--- src/rtl/moving_average_pow2.sv ---
// Boxcar moving average over the last 2^k signed samples, k selectable at run time.
// Exact running sum over a circular buffer, rounded output, optional decimated strobe.
module moving_average_pow2 #(
    parameter int DATA_W       = 16,
    parameter int MAX_LOG2_WIN = 4,
    parameter int WL_W         = 3
) (
    input  logic                     clk_i,
    input  logic                     rst_n_i,
    input  logic                     enable_i,
    input  logic                     data_refresh_i,
    input  logic signed [DATA_W-1:0] din_i,
    input  logic        [WL_W-1:0]   win_log2_i,
    input  logic                     output_refresh_mode_i,
    input  logic                     clear_i,
    output logic signed [DATA_W-1:0] dout_o,
    output logic                     output_pulse_o,
    output logic                     window_full_o
);

    localparam int DEPTH = 1 << MAX_LOG2_WIN;
    localparam int ACC_W = DATA_W + MAX_LOG2_WIN;
    localparam int PTR_W = MAX_LOG2_WIN;
    localparam int CNT_W = MAX_LOG2_WIN + 1;
    localparam logic [WL_W-1:0] MAX_K = WL_W'(MAX_LOG2_WIN);

    logic        [WL_W-1:0]   k_q, k_d;
    logic signed [ACC_W-1:0]  sum_q, sum_d;
    logic        [CNT_W-1:0]  fill_q, fill_d;
    logic        [PTR_W-1:0]  wptr_q, wptr_d;
    logic        [PTR_W-1:0]  dec_q, dec_d;
    logic                     full_q, full_d;
    logic signed [DATA_W-1:0] dout_q, dout_d;
    logic                     pulse_q, pulse_d;

    logic signed [DATA_W-1:0] samples_q [DEPTH];

    logic        [WL_W-1:0]   win_clamped;
    logic                     win_change;
    logic        [WL_W-1:0]   k_eff;
    logic        [CNT_W-1:0]  win_len;
    logic        [PTR_W-1:0]  win_mask;
    logic                     accept;
    logic                     restart;

    logic signed [ACC_W-1:0]  sum_base;
    logic        [CNT_W-1:0]  fill_base;
    logic        [PTR_W-1:0]  wptr_base;
    logic        [PTR_W-1:0]  dec_base;
    logic                     full_base;

    logic signed [ACC_W-1:0]  din_ext;
    logic signed [ACC_W-1:0]  evicted_ext;
    logic signed [ACC_W-1:0]  sum_upd;
    logic        [CNT_W-1:0]  fill_inc;
    logic                     full_upd;
    logic        [PTR_W-1:0]  dec_upd;
    logic                     pulse_upd;
    logic        [ACC_W:0]    rnd;
    logic signed [ACC_W:0]    sum_wide;
    logic signed [DATA_W-1:0] avg;

    always_comb begin
        win_clamped = (win_log2_i > MAX_K) ? MAX_K : win_log2_i;
        win_change  = enable_i && (win_clamped != k_q);
        k_eff       = win_change ? win_clamped : k_q;
        win_len     = CNT_W'(1) << k_eff;
        win_mask    = PTR_W'(win_len - 1'b1);
        accept      = enable_i && data_refresh_i && !clear_i;
        restart     = win_change || clear_i;
    end

    // A restart (clear or new window) behaves as if the stream began this cycle.
    always_comb begin
        sum_base  = restart ? '0 : sum_q;
        fill_base = restart ? '0 : fill_q;
        wptr_base = restart ? '0 : wptr_q;
        dec_base  = restart ? '0 : dec_q;
        full_base = restart ? 1'b0 : full_q;
    end

    always_comb begin
        din_ext     = {{PTR_W{din_i[DATA_W-1]}}, din_i};
        evicted_ext = {{PTR_W{samples_q[wptr_base][DATA_W-1]}}, samples_q[wptr_base]};
        sum_upd     = full_base ? (sum_base + din_ext - evicted_ext)
                                : (sum_base + din_ext);
        fill_inc    = fill_base + 1'b1;
        full_upd    = full_base || (fill_inc == win_len);
        dec_upd     = full_base ? ((dec_base + 1'b1) & win_mask) : '0;
        pulse_upd   = full_upd && (output_refresh_mode_i || (dec_upd == '0));
    end

    // Half an LSB of the shifted result is added before the arithmetic shift:
    // round half toward +inf. With k=0 the offset is zero and dout equals din.
    always_comb begin
        rnd      = (ACC_W+1)'(win_len >> 1);
        sum_wide = $signed({sum_upd[ACC_W-1], sum_upd}) + $signed(rnd);
        avg      = DATA_W'(sum_wide >>> k_eff);
    end

    always_comb begin
        k_d     = k_q;
        sum_d   = sum_q;
        fill_d  = fill_q;
        wptr_d  = wptr_q;
        dec_d   = dec_q;
        full_d  = full_q;
        dout_d  = dout_q;
        pulse_d = 1'b0;
        if (enable_i) begin
            k_d    = k_eff;
            sum_d  = sum_base;
            fill_d = fill_base;
            wptr_d = wptr_base;
            dec_d  = dec_base;
            full_d = full_base;
            if (clear_i) begin
                dout_d = '0;
            end else if (accept) begin
                sum_d   = sum_upd;
                fill_d  = full_base ? fill_base : fill_inc;
                wptr_d  = (wptr_base + 1'b1) & win_mask;
                dec_d   = dec_upd;
                full_d  = full_upd;
                pulse_d = pulse_upd;
                if (pulse_upd) begin
                    dout_d = avg;
                end
            end
        end
    end

    // k resets to the maximum; the first enabled cycle latches the clamped input
    // through the restart path, which leaves the same all-zero state as reset.
    always_ff @(posedge clk_i or negedge rst_n_i) begin
        if (!rst_n_i) begin
            k_q     <= MAX_K;
            sum_q   <= '0;
            fill_q  <= '0;
            wptr_q  <= '0;
            dec_q   <= '0;
            full_q  <= 1'b0;
            dout_q  <= '0;
            pulse_q <= 1'b0;
        end else begin
            k_q     <= k_d;
            sum_q   <= sum_d;
            fill_q  <= fill_d;
            wptr_q  <= wptr_d;
            dec_q   <= dec_d;
            full_q  <= full_d;
            dout_q  <= dout_d;
            pulse_q <= pulse_d;
        end
    end

    always_ff @(posedge clk_i) begin
        if (accept) begin
            samples_q[wptr_base] <= din_i;
        end
    end

    assign dout_o         = dout_q;
    assign output_pulse_o = pulse_q;
    assign window_full_o  = full_q;

endmodule

--- config.mk ---
export PLATFORM = sky130hd
export DESIGN_NAME = moving_average_pow2
export DESIGN_NICKNAME = d
export VERILOG_FILES = /design/src/rtl/moving_average_pow2.sv
export SDC_FILE = /design/constraint.sdc
export NUM_CORES = 1
export LEC_CHECK = 0
export CAP_MARGIN = 15
export CORE_AREA = 4 4 236 146
export DETAILED_ROUTE_END_ITERATION = 8
export DIE_AREA = 0 0 240 150
export GPL_ROUTABILITY_DRIVEN = 0
export PLACE_DENSITY = 0.69
export SYNTH_ARGS = -nofsm -noshare
export SYNTH_HDL_FRONTEND = slang
export SYNTH_SLANG_ARGS = --single-unit
export TNS_END_PERCENT = 30
--- constraint.sdc ---
create_clock -name clk_i -period 6.7 [get_ports clk_i]
set_input_delay 0.67 -clock clk_i [delete_from_list [all_inputs] [get_ports clk_i]]
set_output_delay 0.67 -clock clk_i [all_outputs]
set_load 0.02 [all_outputs]
---- Word-level counts from Yosys, hierarchy flattened ----
Memories as Yosys holds them, arrays and structs flattened.
Cells that the tools add are included.
W data, S select, Z words.
storage, ports and cells
  input bits .............................. 25
  memories kept ........................... 1
  register bits after elaboration ......... 54
  memory bits (writable) .................. 256
  output and inout port bits .............. 18
  word-level logic and storage cells ...... 63
operators by class
  eq/ne operators ......................... 2
  bitwise logic cells ..................... 2
  reductions and logical operators ........ 12
  shift operators ......................... 2
  $add $sub $neg .......................... 7
  order comparisons ....................... 1
  multiplexer cells ....................... 28
memories
  name       words  width  read ports  clocked after Yosys merged registers in  wr ports  line  RTL
  samples_q  16     16     1           0                                        1         36    logic signed [DATA_W-1:0] samples_q [DEPTH];
operator list
  operator               count
  $mux W20               4
  $mux W16               3
  $mux W4                7
  $add A20 B5 Y21        1
  $sshr A21 B3 Y16       1
  $add A20 B16 Y20       1
  $mux W5                4
  $sub A20 B16 Y20       1
  $add A4 B1 Y4 const B  2
  $and A4 B4 Y4          2
  $mux W1                8
  $mux W3                2
  $add A5 B1 Y5 const B  1
  $eq A5 B5 Y1           1
  $shl A1 B3 Y5 const A  1
  $logic_and A1 B1 Y1    4
  $logic_not A4 Y1       1
  $reduce_bool A2 Y1     2
  $sub A4 B1 Y4 const B  1
  $gt A3 B3 Y1 const B   1
  $logic_or A1 B1 Y1     3
  $ne A3 B3 Y1           1
  $reduce_and A3 Y1      1
  $logic_not A1 Y1       1

---- Longest topological paths before layout ----
Gate-level depths: netlist (run 1).
  depth after elaboration ................. 15
  depth in mapped cells ................... 31
  gate-level depth less buffers ........... 27

---- Worst setup path after synthesis (run 1) ----
Ideal clock, no wire load.
  kind .................................... input-to-reg
  start ................................... input port win_log2_i[2]
  end ..................................... register dout_q[14], in the netlist dout_o[14]
  library setup time ...................... 0.130 ns
  required time ........................... 6.570 ns
  buffers on the path ..................... 6
  stages .................................. 29
  data arrival time ....................... 7.220 ns
  path slack .............................. -0.650 ns
  cell sequence ........................... and4bb_2 a311oi_2 clkbuf_1 nor2_1 clkbuf_1 clkbuf_1 clkbuf_1 and2_1 ha_1 fa_1 a2111oi_0 o31ai_1 xor2_1 ha_1 or3_1 clkbuf_1 or3b_1 a2bb2oi_1 a211oi_1 a22o_1 nand3_1 nor4_1 or4b_4 a21o_1 or2_0 buf_2 mux2_4 a221oi_2 o211ai_1
between the ends
  longest elaborated chain between the ends .. 14
  elaborated cells between the ends (all ways) .. 33
  classes of those cells .................. 6 x add/sub; 1 x order compare; 2 x eq/ne; 2 x shift; 12 x mux; 1 x bitwise; 8 x reduce/logical; 1 x memory
RTL lines
  item                                                    line     RTL
  start, declared                                         13       input logic [WL_W-1:0] win_log2_i,
  $gt A3 B3 Y1                                            64       win_clamped = (win_log2_i > MAX_K) ? MAX_K : win_log2_i;
  $mux W3 (*)                                             64
  $ne A3 B3 Y1                                            65       win_change = enable_i && (win_clamped != k_q);
  $logic_and A1 B1 Y1                                     65
  $logic_or A1 B1 Y1 or $mux W3 (tied branches)           70, 66
  $mux W20 (tied with other cells)                        75       sum_base = restart ? '0 : sum_q;
  $add A20 B16 Y20 (tied with other cells)                85, 86
  $sub A20 B16 Y20 or $and A4 B4 Y4 (tied branches)       85, 89
  $mux W20 or $mux W4 (tied branches)                     85, 89
  $add A20 B5 Y21 or $logic_not A4 Y1 (tied branches)     97, 90
  $sshr A21 B3 Y16 or $logic_or A1 B1 Y1 (tied branches)  98, 90
  $mux W16 or $logic_and A1 B1 Y1 (tied branches)         126, 90
  $mux W16 or $reduce_bool A2 Y1 (tied branches)          --
  $mux W16 or $reduce_and A3 Y1 (tied branches)           --
  end signal, assigned                                    152      dout_q <= dout_d;
  end, declared                                           33       logic signed [DATA_W-1:0] dout_q, dout_d;
Mark *: on every way between the ends. The rest lies on a longest branch, timed or not. The select of a mux whose other input is x is not followed.
A chain may end at the register's enable or synchronous reset.

---- Final worst setup path (run 1) ----
  start ................................... input port clear_i
  end ..................................... register dout_q[11], in the netlist dout_o[11]
between the ends
  longest elaborated chain between the ends .. 10
  elaborated cells between the ends (all ways) .. 29
  classes of those cells .................. 5 x add/sub; 1 x eq/ne; 1 x shift; 10 x mux; 1 x bitwise; 10 x reduce/logical; 1 x memory
RTL lines
  item                                                    line     RTL
  start, declared                                         15       input logic clear_i,
  $logic_or A1 B1 Y1                                      70       restart = win_change || clear_i;
  $mux W20 (tied with other cells)                        75
  $add A20 B16 Y20 (tied with other cells)                85, 86
  $sub A20 B16 Y20 or $and A4 B4 Y4 (tied branches)       85, 89
  $mux W20 or $mux W4 (tied branches)                     85, 89
  $add A20 B5 Y21 or $logic_not A4 Y1 (tied branches)     97, 90
  $sshr A21 B3 Y16 or $logic_or A1 B1 Y1 (tied branches)  98, 90
  $mux W16 or $logic_and A1 B1 Y1 (tied branches)         126, 90
  $mux W16 or $reduce_bool A2 Y1 (tied branches)          --
  $mux W16 or $reduce_and A3 Y1 (tied branches)           --
Parallel ways exist; a longest one is shown, timed or not. The select of a mux whose other input is x is not followed.

==> flow_summary.ini, run 1 <==
[pwr]
power_mw = 4.66
pwr-share-seq_pct = 45.8
p_leak_nw = 7.46
ir_drop_mv = 0.243
power_switching_share_pct = 26.5
pwr-share-clk_pct = 35.6
internal-power_mw = 3.43
p_per_area_mw_per_mm2 = 238
comb_power_share_pct = 18.7
p_sw_mw = 1.24

[global_route]
grt_max_degree = 55
grt.total_usage_pct = 25.8
antenna_found_initial = 0
grt_pass1_wl_um = 72100
grt-ovfl-total = 0
grt_pass1_vias = 12300

[yosys]
yosys_warnings = 0
synth_edf_count = 256
synth_seq_cells = 310
ys_seq_area_share_pct = 56.5
yosysUniqueCellTypes = 84
syn_inst = 1367
synth_area_mm2 = 0.0160
synth.net_count = 1443
avgSynthCellArea_um2 = 11.7
async_reset_ff_share_pct = 17.4
ys_dominant_reg_cell = edfxtp_1

[die]
die_w_um = 240
initial_core_util_pct = 49.8
die_h_um = 150
io_pins = 43
coreArea_mm2 = 0.0322
design.die.area_mm2 = 0.0360
num_rows = 51

[detailed_routing]
final_antenna_net_count = 0
drt_first_iter_violations = 1418
wl_per_cell_um = 23.2
wl_um = 47000
viasPerCell = 6.24
dr.pass1.iters = 6
vias = 12700
drc_errors = 0

[cts]
cts_root_buffer = clkbuf_16
clkSinkCount = 310
cts_hold_buf = 0
cts_tree = done
cts_buffers = 28
h-tree-depth = 1
cts.clk_slew.worst_paths_ps = 70
clk_latency_ps = 560
clockBufferDepth = 3

[worst_setup_path]
critPathMaxFanout = 47
worstSetupStartpointType = input pin
crit_arrival_ps = 6960
critPathKind = in -> reg
end_kind = flop
required_ps = 7180

[status]
status = complete, no violations

[run]
drv_cap = 0

[sta]
finalHoldViolCount = 0
period_share_pct = 96.8
skew_ps = 15.7
relSlewSlack_pct = 20.9
tightest_slew_ps = 1190
drv_slew = 0
setup_violations = 0
finalCriticalPeriod_ps = 6480
fmax_ghz = 0.154

[cells_and_area]
synthToLayoutAreaGrowth_pct = 22.5
layout_common_cells = edfxtp_1 (256), buf_4 (208), nand2_1 (122)
nets = 1658
layout.filler_cells = 2547
drive_above_1_share_pct = 22.4
final_common_cell = edfxtp_1
n_antenna_cell = 0
fin_cells = 2028

[place]
place_inst = 1965
io_buffers = 42
hpwlAfterDp_um = 33700

[hold_path]
min_path_type = in -> async
## state kept, by name, indices dropped and copies added, names as in the netlist, 3 cells and up
register	cells
samples_q	256
sum_q	20
dout_o	16
fill_q	5
dec_q	4
wptr_q	4
k_q	3
## power groups by stage
stage | sequential [mW] | combinational [mW] | clock, mW
after floorplan | 2.18 | 0.459 | 0
after global placement | 2.17 | 0.805 | 0
after detailed placement | 2.17 | 0.825 | 0
after CTS | 2.13 | 0.831 | 1.67
after global routing | 2.14 | 0.943 | 1.75
final | 2.13 | 0.870 | 1.66
## what timing repair did
action	4_1_cts	5_1_grt
setup endpoints to repair	0	11
resized for setup	0	43
setup buffers	0	7
## layout make-up
class	count	area (µm²)	area share, %
clock buffer	38	821	4.19
clock inverter	14	126	0.644
tap	424	531	2.71
sequential	310	9040	46.1
multi-input combinational	945	6820	34.8
timing repair buffer	259	2130	10.8
inverter	38	145	0.740
## cell usage after synthesis (5+ instances only)
master | count | area [µm²]
o31ai_1 | 15 | 113
nand2b_1 | 11 | 68.8
o31a_1 | 9 | 78.8
a22oi_1 | 5 | 37.5
ha_1 | 48 | 601
xor2_1 | 15 | 131
xnor2_1 | 27 | 236
o221ai_1 | 42 | 368
edfxtp_1 | 256 | 7690
nand3_1 | 34 | 170
a21oi_1 | 79 | 395
a221o_1 | 6 | 60.1
clkbuf_1 | 58 | 218
nand2_1 | 123 | 462
mux2i_1 | 43 | 430
a211oi_1 | 13 | 97.6
a311o_1 | 5 | 50.1
dfrtp_1 | 53 | 1330
inv_1 | 34 | 128
or2_2 | 5 | 31.3
nor2_1 | 86 | 323
nor2b_1 | 12 | 75.1
or3_1 | 8 | 50.1
o211ai_1 | 16 | 120
and2_1 | 34 | 213
a22o_1 | 15 | 131
a211o_1 | 5 | 43.8
nand4_1 | 13 | 81.3
o21ai_0 | 80 | 400
and3_1 | 11 | 68.8
mux2_2 | 11 | 124
a31oi_1 | 10 | 62.6
nor4_1 | 6 | 37.5
buf_1 | 11 | 41.3
o22ai_1 | 10 | 62.6
buf_2 | 5 | 25.0
a21o_1 | 19 | 143
o21a_1 | 12 | 90.1
mux4_2 | 13 | 293
a32o_1 | 5 | 50.1
a221oi_1 | 7 | 61.3
nor3_1 | 24 | 120
## stage by stage
stage | utilization, % | setup TNS (ps) | hold slack [ps] | cell area (µm²) | setup slack [ps]
after detailed placement | 57.1 | -4430 | 469 | 18400 | -511
after floorplan | - | -199 | 374 | 16100 | -157
final | 61.0 | 0 | 259 | 19600 | 217
after global routing | 61.0 | -93.9 | 313 | 19600 | -42.9
after global placement | 57.1 | -1870 | 457 | 18400 | -272
after CTS | 60.1 | 0 | 271 | 19300 | 41.5
## worst paths after layout
path / endpoint / cells after the start / start / slack, ps
worst min register to register: dout_o[1]$_DFFE_PN0P_ / 2 / dout_o[1]$_DFFE_PN0P_ / 480
worst min-delay path: fill_q[3]$_DFFE_PN0P_ / 2 / rst_n_i / 260
worst max-delay path: dout_o[11]$_DFFE_PN0P_ / 27 / clear_i / 220
worst max register to register: dout_o[11]$_DFFE_PN0P_ / 27 / k_q[2]$_DFFE_PN1P_ / 240
max in group asynchronous: sum_q[11]$_DFFE_PN0P_ / 2 / rst_n_i / 5910
min in group clk_i: dout_o[1]$_DFFE_PN0P_ / 2 / dout_o[1]$_DFFE_PN0P_ / 480
## metal layers
metal / part of all wire (%) / track usage, % / wire (µm)
met1: 47 / 41.3 / 22000
met4: 1.3 / 4.21 / 623
met5: 0 / 0 / 0
met2: 41 / 35.8 / 19100
met3: 11 / 6.48 / 5250
## kinds of logic after synthesis
| group | after synthesis | synth area share, % |
|---|---|---|
| buf+inv | 112 | 2.67 |
| mux | 69 | 5.53 |
| fa+ha+maj | 51 | 4.13 |
| xor+xnor | 42 | 2.30 |
| flops | 310 | 56.5 |
| simple gates | 384 | 11.5 |
| compound gates | 399 | 17.4 |
## critical path, stage by stage
cell,delay (ps)
clkdlybuf4s50_1,610
nand2b_1,410
nor2_4,200
buf_12,140
buf_4,470
nand2_1,120
a21oi_1,160
a21oi_1,80
o211ai_1,100
o21ai_0,170
ha_2,230
or3_1,370
buf_4,170
buf_4,130
o31ai_1,210
buf_4,170
nand2_1,60
xnor2_1,130
mux2i_1,210
nor4_4,320
or4b_4,510
a21o_1,230
or2_1,280
buf_4,170
a32oi_2,240
o311ai_0,190
o211ai_1,130
Note: power is estimated with default switching activity, not from simulation.
==> run 2, diff against run 1 <==
--- a/config.mk
+++ b/config.mk
@@ -11,6 +11,7 @@
 export DIE_AREA = 0 0 240 150
 export GPL_ROUTABILITY_DRIVEN = 0
 export PLACE_DENSITY = 0.69
+export SLEW_MARGIN = 40
 export SYNTH_ARGS = -nofsm -noshare
 export SYNTH_HDL_FRONTEND = slang
 export SYNTH_SLANG_ARGS = --single-unit
==> flow_summary.ini, run 2 (same netlist as run 1, synthesis figures left out) <==
[status]
status = complete, no violations

[die]
design.die.area_mm2 = 0.0360
die_h_um = 150
coreArea_mm2 = 0.0322
initial_core_util_pct = 49.8
num_rows = 51
io_pins = 43
die_w_um = 240

[sta]
drv_slew = 0
skew_ps = 21.5
fmax_ghz = 0.154
period_share_pct = 96.7
finalHoldViolCount = 0
finalCriticalPeriod_ps = 6480
relSlewSlack_pct = 48.9
tightest_slew_ps = 765
setup_ws_ps = 223
setup_violations = 0

[cells_and_area]
fin_cells = 2025
final_common_cell = edfxtp_1
synthToLayoutAreaGrowth_pct = 22.7
drive_above_1_share_pct = 22.0
design_area_mm2 = 0.0196
largest_reg_flops = 256
nets = 1655
top_register = samples_q
fin_util_pct = 61.1
layout_common_cells = edfxtp_1 (256), buf_4 (208), nand2_1 (122)
n_antenna_cell = 0

[detailed_routing]
final_antenna_net_count = 0
drc_errors = 0
vias = 12800
dr.pass1.iters = 5
drt_first_iter_violations = 1571
viasPerCell = 6.34
wl_um = 47100
wl_per_cell_um = 23.3

[worst_setup_path]
critPathMaxFanout = 11
r2r_start = k_q[1]$_DFFE_PN0P_
end_kind = flop
critPathKind = in -> reg
worstSetupStartpointType = input pin
crit_arrival_ps = 6980
max_stage_delay_ps = 720
crit_start = clear_i
slowest_stage = clkdlybuf4s50_1
required_ps = 7200

[place]
pre_cts_slack_ps = -524
place_inst = 1965
io_buffers = 42
hpwlAfterDp_um = 33800
placedInstanceArea_mm2 = 0.0184

[cts]
cts_buffers = 28
cts_hold_buf = 0
h-tree-depth = 1
clkSinkCount = 310
cts.clk_slew.worst_paths_ps = 70
cts_root_buffer = clkbuf_16
clockBufferDepth = 3
cts_tree = done
clk_latency_ps = 570

[pwr]
p_sw_mw = 1.26
pwr-share-clk_pct = 37.3
pwr-share-seq_pct = 44.6
p_per_area_mw_per_mm2 = 244
ir_drop_mv = 0.191
comb_power_share_pct = 18.1
power_switching_share_pct = 26.3
power_mw = 4.79
internal-power_mw = 3.53
p_leak_nw = 7.47

[global_route]
grt_max_degree = 55
grt_pass1_wl_um = 72600
antenna_found_initial = 0
grt.total_usage_pct = 26.1
grt-ovfl-total = 0
grt_pass1_vias = 12300

[hold_path]
min_path_type = in -> async

[run]
drv_cap = 0
-- run 2: cell types whose count changed in the layout (fill, tap and decap cells not counted), sizes merged --
cell | previous run | this run
clkbuf | 38 | 36
buf | 218 | 214
clkinvlp | 4 | 3
clkinv | 10 | 8
inv | 36 | 38
bufinv | 2 | 6
-- run 2: path summary, 6_finish.rpt --
kind	slack (ps)	cells past startpoint	to
max	220	26	dout_o[15]$_DFFE_PN0P_
min	150	2	fill_q[4]$_DFFE_PN0P_
max reg2reg	260	27	dout_o[15]$_DFFE_PN0P_
min reg2reg	480	2	dout_o[1]$_DFFE_PN0P_
max in group asynchronous	6150	2	sum_q[13]$_DFFE_PN0P_
min in group clk_i	480	2	dout_o[1]$_DFFE_PN0P_
-- run 2: critical path: cells and delay by family --
family	cells	cell delay (ps)
mux	2	760
fa+ha+maj	1	330
xor+xnor	1	130
compound gates	9	1570
simple gates	7	1950
buf+inv	6	1530
-- run 2: layout make-up --
class,instances,area [µm²]
Sequential cell,310,9040
Multi-Input combinational cell,945,6840
Inverter,38,145
Fill cell,2539,12500
Timing Repair Buffer,256,2070
Clock buffer,35,757
Clock inverter,17,262
Tap cell,424,531
-- run 2: timing repair --
item | in CTS | in global routing
resized for setup | 0 | 34
endpoints found under the setup margin | 0 | 11
buffers inserted | 0 | 7
-- run 2: metal layers --
metal	vias up	wire length (µm)	share of wire, %	global-route usage (%)
met3	78	5210	11	6.56
met4	0	875	1.9	5.13
met2	686	19100	40	35.7
met5	-	0	0	0
li1	5745	-	-	-
met1	6323	22000	47	41.8
-- run 2: per-stage QoR --
step	hold WS, ps	setup TNS, ps
2_1_floorplan	374	-199
3_3_place_gp	457	-1870
3_5_place_dp	469	-4770
4_1_cts	264	0
5_1_grt	208	-1.82
6_report	153	0
-- run 2: power by group through the flow --
stage	Sequential, mW	Combinational, mW	Clock [mW]
3_5_place_dp	2.17	0.826	0
4_1_cts	2.13	0.832	1.80
2_1_floorplan	2.18	0.459	0
5_1_grt	2.14	0.942	1.88
3_3_place_gp	2.17	0.805	0
6_report	2.13	0.868	1.79
==> RTL change (config.mk and constraints of run 2) <==
`DATA_W`: 16 -> 18.
--- a/src/rtl/moving_average_pow2.sv
+++ b/src/rtl/moving_average_pow2.sv
@@ -1,7 +1,7 @@
 // Boxcar moving average over the last 2^k signed samples, k selectable at run time.
 // Exact running sum over a circular buffer, rounded output, optional decimated strobe.
 module moving_average_pow2 #(
-    parameter int DATA_W       = 16,
+    parameter int DATA_W       = 18,
     parameter int MAX_LOG2_WIN = 4,
     parameter int WL_W         = 3
 ) (
Interface: changed (resized din_i and dout_o); port bits go from 43 to 47. The function was not compared with the original's and may differ.
==> RTL change against run 2 <==
- power increased by 9.1%
- setup slack got worse by 0.056 ns
- final area increased by 11%
- sequential cell count increased by 36
- core utilization increased by 6.5 points
- wire length increased by 9.7%
- synthesized area increased by 14%
==> RTL change: results (changes against run 2) <==
* Placed wire-length estimate at 37310 microns (was 33790 microns)
* Inst Count DP at 2212 (was 1965)
* Number of synthesized flops with an enable pin at 288 (was 256)
* Amount of wire on met3 after detailed routing at 6455 microns (was 5206 microns)
* IR Drop Worst-Case VDD at 0.2428 mV (was 0.1911 mV)
* Count of buffers from port buffering at 46 (was 42)
* Cell types occupying the most area after synthesis: sky130_fd_sc_hd__edfxtp_1 47%, sky130_fd_sc_hd__dfrtp_1 7.8%, sky130_fd_sc_hd__mux2i_1 4.1% (was sky130_fd_sc_hd__edfxtp_1 48%, sky130_fd_sc_hd__dfrtp_1 8.3%, sky130_fd_sc_hd__ha_1 3.8%)
* Routed length on met1 at 23830 microns (was 21990 microns)
* Drt pass-1 iters at 7 (was 5)
* Worst Tran Pin Value at 0.8365 ns (was 0.7653 ns)
* Multiplexer share of the synthesized area at 0.05487 (was 0.05527)
* Topmost layer with routed signal wires: met5 (was met4)
* Data arrival time of the worst path at 6.96 ns (was 6.98 ns)
* Maximum level of the CTS H-tree at 2 (was 1)
* Vias per cell at 6.386 (was 6.337)
* Per-cell routed wire length at 22.75 microns (was 23.27 microns)
* M2 GR Usage at 0.3902 (was 0.3572)
* Number of fillers in the final layout at 2455 (was 2539)
* Flip-flop count of the largest register after layout at 288 (was 256)
* Area after DPL at 0.02065 sq mm (was 0.01842 sq mm)
* Synthesized net count at 1695 (was 1443)
* Number of global-route vias before repair at 13571 (was 12299)
* Met2 routed WL at 20560 microns (was 19060 microns)
* GR Util met3 at 0.08620 (was 0.06557)
* Result of the run: complete, no violations (unchanged)
-- RTL change: cell count changes in the layout (fill, tap and decap cells not counted), moves of 30 or more --
cell                       before  now
sky130_fd_sc_hd__a21oi_1       78  109
sky130_fd_sc_hd__o22ai_1       10   47
sky130_fd_sc_hd__nand2_1      122  164
sky130_fd_sc_hd__mux2i_1       42   73
sky130_fd_sc_hd__and2_1        34    4
sky130_fd_sc_hd__edfxtp_1     256  288
-- RTL change: power breakdown --
part	total, uW	internal [uW]	switching (uW)
registers	2390	2360	31.9
clock network	1800	972	830
logic	1030	442	584
total	5220	3780	1450
-- RTL change: final cells by class --
class,instances,share of cell area
Clock inverter,19,0.005466
Inverter,39,0.006731
Tap cell,424,0.02439
Clock buffer,42,0.04148
Sequential cell,346,0.4645
Timing Repair Buffer,266,0.09936
Multi-Input combinational cell,1137,0.3580
-- RTL change: path summary, 6_finish.rpt --
check	start	to	slack, ns
setup / recovery	win_log2_i[2]	dout_o[12]	0.17
hold / removal	rst_n_i	fill_q[4]	0.21
setup reg to reg	k_q[2]	dout_o[12]	0.36
hold reg to reg	dout_o[13]	dout_o[13]	0.48
max in group asynchronous	rst_n_i	dout_o[12]	6.06
min in group clk_i	dout_o[13]	dout_o[13]	0.48
-- RTL change: stage by stage --
step                  util  total power (uW)  hold slack, ns
floorplan                -              2998          0.3744
global placement    0.6412              3406          0.4577
detailed placement  0.6420              3423          0.4669
CTS                 0.6737              5210          0.3340
global route        0.6762              5432          0.2613
finish              0.6762              5222          0.2134
-- RTL change: critical path: cells and delay by family --
kind                       cells  cell delay (ns)
AOI/OAI and AO/OA             13             3.45
adders and majority gates      2             0.61
xor gates and xnor gates       1             0.21
and+or+nand+nor                5             0.88
buffers and inverters          5             1.10
